==> config.mk <==
export PLATFORM = sky130hd
export DESIGN_NAME = shift_chain_sched
export DESIGN_NICKNAME = d
export VERILOG_FILES = /design/src/rtl/shift_chain_sched.sv
export SDC_FILE = /design/constraint.sdc
export NUM_CORES = 1
export LEC_CHECK = 0
export ABC_AREA = 0
export BUFFER_PORTS_ARGS = -buffer_cell sky130_fd_sc_hd__buf_2
export CAP_MARGIN = 40
export CORE_AREA = 8 8 56 58
export DETAILED_ROUTE_END_ITERATION = 10
export DIE_AREA = 0 0 64 66
export PLACE_DENSITY = 0.74
export SETUP_SLACK_MARGIN = 0.05
export SYNTH_ARGS = -nofsm -noshare
export SYNTH_HDL_FRONTEND = slang
export SYNTH_SLANG_ARGS = --single-unit
==> constraint.sdc <==
create_clock -name clk -period 1.65 [get_ports clk]
set_input_delay 0.165 -clock clk [delete_from_list [all_inputs] [get_ports clk]]
set_output_delay 0.165 -clock clk [all_outputs]
set_load 0.02 [all_outputs]
==> src/rtl/shift_chain_sched.sv <==
// Round-robin scheduler sharing one DEPTH-stage serial chain between two requesters:
// grant 1 cycle after capture, WIDTH data bits LSB-first, DEPTH zero flush, then done; requests ignored while busy.
module shift_chain_sched #(
  parameter int WIDTH = 8,
  parameter int DEPTH = 4
) (
  input  logic             clk,
  input  logic             rst_n,
  input  logic [1:0]       req,
  input  logic [WIDTH-1:0] data0,
  input  logic [WIDTH-1:0] data1,
  output logic [1:0]       grant,
  output logic             sdo,
  output logic             shift_en,
  output logic             busy,
  output logic             done,
  output logic             done_id
);

  localparam int MAXL = (WIDTH > DEPTH) ? WIDTH : DEPTH;
  localparam int CW   = (MAXL > 1) ? $clog2(MAXL) : 1;
  localparam logic [CW-1:0] W_LAST = CW'(WIDTH - 1);
  localparam logic [CW-1:0] D_LAST = CW'(DEPTH - 1);

  typedef enum logic [1:0] {IDLE, SHIFT, FLUSH} state_t;

  state_t           state;
  logic [CW-1:0]    cnt;
  logic [WIDTH-1:0] shreg;
  logic             ptr;
  logic             winner;
  logic             pick;
  logic [WIDTH-1:0] sel_word;

  // A lone requester always wins; on contention the pointer decides.
  always_comb begin
    pick = ptr;
    if (req == 2'b01)
      pick = 1'b0;
    else if (req == 2'b10)
      pick = 1'b1;
    sel_word = pick ? data1 : data0;
  end

  always_ff @(posedge clk) begin
    if (!rst_n) begin
      state    <= IDLE;
      cnt      <= '0;
      shreg    <= '0;
      ptr      <= 1'b0;
      winner   <= 1'b0;
      grant    <= 2'b00;
      sdo      <= 1'b0;
      shift_en <= 1'b0;
      busy     <= 1'b0;
      done     <= 1'b0;
      done_id  <= 1'b0;
    end else begin
      grant <= 2'b00;
      done  <= 1'b0;
      case (state)
        IDLE: begin
          if (req != 2'b00) begin
            state    <= SHIFT;
            cnt      <= '0;
            // bit 0 goes straight to sdo; the rest waits in shreg
            sdo      <= sel_word[0];
            shreg    <= sel_word >> 1;
            shift_en <= 1'b1;
            busy     <= 1'b1;
            grant    <= pick ? 2'b10 : 2'b01;
            winner   <= pick;
            ptr      <= ~pick;
          end
        end
        SHIFT: begin
          if (cnt == W_LAST) begin
            state <= FLUSH;
            cnt   <= '0;
            sdo   <= 1'b0;
          end else begin
            cnt   <= cnt + 1'b1;
            sdo   <= shreg[0];
            shreg <= shreg >> 1;
          end
        end
        FLUSH: begin
          if (cnt == D_LAST) begin
            state    <= IDLE;
            cnt      <= '0;
            shift_en <= 1'b0;
            busy     <= 1'b0;
            done     <= 1'b1;
            done_id  <= winner;
          end else begin
            cnt <= cnt + 1'b1;
          end
        end
        default: state <= IDLE;
      endcase
    end
  end

endmodule

==> run summary <==
setup TNS - 0 ns
core footprint - 2320 µm²
Vias - 1,046
R2R cell count - 6
vias in the first global route - 1,107
Avg Vias per Cell - 5.88
DP Wirelength - 2.12 mm
critical path startpoint - state[0]
first-pass GRT wire length - 4.76 mm
Layout Skew - 0.00819 ns
flop-to-flop setup slack - 0.10 ns
PortBufs - 26
Worst R2R End - shreg[3]
DR iter-0 viols - 42
Num CTS Buffers - 3
worst min path class - input port to flop
Clk Tree Root Cell - clkbuf_4
largest area contributor in the netlist - dfxtp_1
Worst Path Max Fanout - 7
Startpoint Class - flop
critical path depth - 6
Rel. slew slack - 65.4%
antenna violations before repair - 0
Syn Inst Count - 121
unrepaired setup endpoints after global routing - true
post-layout minimum cycle time - 1.55 ns
Sink Count - 20
fin crit share - 93.9%
Util after Layout - 55.9%
setup violators final - 0
Buf/Inv on CP - 1
Clock Pin Slew Worst Setup and Hold Paths - 0.10 ns
share of post-route cells with drive strength above 1 - 32.4%
Final #Nets - 176
status - finished, final reports clean
# Max-Cap Violations - 0
Power Total - 1.06 mW
Ports - 27
commonest non-fill, non-tap cells in the layout - 26 x buf_2, 20 x nand2_1, 18 x dfxtp_1, 8 x nor2_1, 7 x a32o_1
final hold violations - 0
Setup crit end kind - flop
data required time at the worst endpoint - 1.81 ns
All-Layer GR Usage - 13.5%
Synthesized Nets - 147
Critical Path End - shreg[3]
Inserted Diodes - 0
DR WL/cell - 15.1 µm
Seq cells post-synth - 20
FF-to-FF Start - state[0]
H-tree lvl count - 1
DRT Wirelength - 2.69 mm
TritonCTS clock tree - yes
ranking of synthesized cells by area - dfxtp_1 37%, ha_1 6.9%, nand2_1 6.9%
Clock Tree Buf Depth - 2
Initial Util - 47.1%
Die Y - 66 µm
crit-path cells - inv_1 > ha_1 > or3b_4 > o21ai_4 > a31oi_4 > o221ai_1
family with the most delay on the worst path - compound AO/OA/AOI/OAI gates
Final GP Congestion - 0.872
Unique masters post-synth - 39
DRC violations left - 0
critical path class - flop to flop
fin. max-slew vios - 0
worst slew pin tran - 0.518 ns
WHS - 0.198 ns
ANT nets after route - 0
sequential share of the synthesized area - 36.7%
leak pwr - 0.531 nW
Worst EP arrival - 1.71 ns
f_max - 645 MHz
row cnt - 18
Area growth syn-to-layout - 18.7%
Post-Layout Cell Count - 178
Worst path max stage delay - 0.37 ns
synth warn - 0
grt total ovfl - 0
die extent in x - 64 µm
Synth Cell Area - 1090 µm²
die area - 4220 µm²
Post-Syn Area per Cell - 9.03 µm²
worst skew pair latency - 0.29 ns
pin count of the biggest net entering global routing - 19
slowest CP cell - dfxtp_2
Pre-Repair DR Iteration Count - 4
leading cell type in the layout, fill and taps excluded - buf_2
Synth top area share - 36.7%
Placed Cells incl. Taps - 174
Pwr per Cell Area - 818 nW/µm²
VDD IR-drop max - 0.000439 V
==> cell type report <==
class                           count  area [µm²]
Clock buffer                        3        22.5
Fill cell                         227        1020
Inverter                            7        26.3
Multi-Input combinational cell     86         632
Sequential cell                    20         403
Tap cell                           30        37.5
Timing Repair Buffer               32         175
==> registers in the layout, summed over array words and instances, names as in the netlist <==
signal / cells
grant: 2
done: 1
busy: 1
done_id: 1
sdo: 1
state: 2
cnt: 3
winner: 1
ptr: 1
shreg: 7
==> tightest hold or removal path: stages <==
cell,delay [ns]
buf_2,0.08
mux2i_1,0.06
o2bb2ai_1,0.14
==> stage by stage <==
stage	area (µm²)	setup WS, ns
floorplan	1090	0.243
global placement	1250	0.137
detailed placement	1250	0.0678
CTS	1270	0.0549
global route	1300	0.0236
finish	1300	0.100
==> cell families (layout without fill, tap and decap cells) <==
| group | Yosys count | after routing | synth area share, % |
|---|---|---|---|
| AOI/OAI and AO/OA | 39 | 39 | 30.8 |
| adders and majority gates | 7 | 7 | 7.79 |
| buffers and inverters | 15 | 42 | 6.99 |
| DFF | 20 | 20 | 36.7 |
| muxes | 2 | 2 | 1.83 |
| and+or+nand+nor | 38 | 38 | 15.9 |
==> synthesized netlist by cell type, drive strengths merged <==
master and number:
a211oi 1, a32o 7, nor3b 1, or3b 1, o221ai 6, nand3 4, a21oi 3, nor2 8
or3 1, nand4 1, or2 1, a32oi 3, nand2 20, o311ai 1, clkbuf 3, buf 5
a21boi 2, clkinv 1, maj3 1, dfxtp 20, a31oi 1, o2bb2ai 1, inv 6, o32ai 1
o21ai 7, o31a 1, ha 6, mux2i 2, a311oi 1, o21ba 1, o31ai 1, nand2b 1
o22ai 1, o41ai 1
==> power breakdown <==
part / internal (mW) / switching [mW]
Combinational: 0.126 / 0.173
Clock: 0.0847 / 0.134
Sequential: 0.523 / 0.0206
Total: 0.733 / 0.327
==> metal layers <==
| metal | up-vias | part of all wire [%] | GRT usage, % | routed length [µm] |
|---|---|---|---|---|
| met5 | - | 0 | 0 | 0 |
| met4 | 0 | 0.37 | 3.62 | 10 |
| met3 | 2 | 5.9 | 3.22 | 159 |
| met2 | 33 | 51 | 23.7 | 1360 |
| met1 | 502 | 43 | 15.9 | 1160 |
| li1 | 509 | - | - | - |
==> timing repair <==
item / in CTS / in global routing
endpoints found under the hold margin: 0 / 0
gates resized for setup: 0 / 6
buffers inserted: 0 / 1
hold buffers: 0 / 0
endpoints found under the setup margin: 0 / 11
==> worst min path at each step <==
stage,startpoint,end,slack [ns],cells past startpoint
6_report,data1[0],sdo,0.20,3
5_1_grt,data1[0],sdo,0.20,3
4_1_cts,data1[0],sdo,0.19,3
3_5_place_dp,winner,winner,0.48,2
3_3_place_gp,done_id,done_id,0.47,2
2_1_floorplan,rst_n,grant[1],0.33,2
Note: power is estimated with default switching activity, not from simulation.
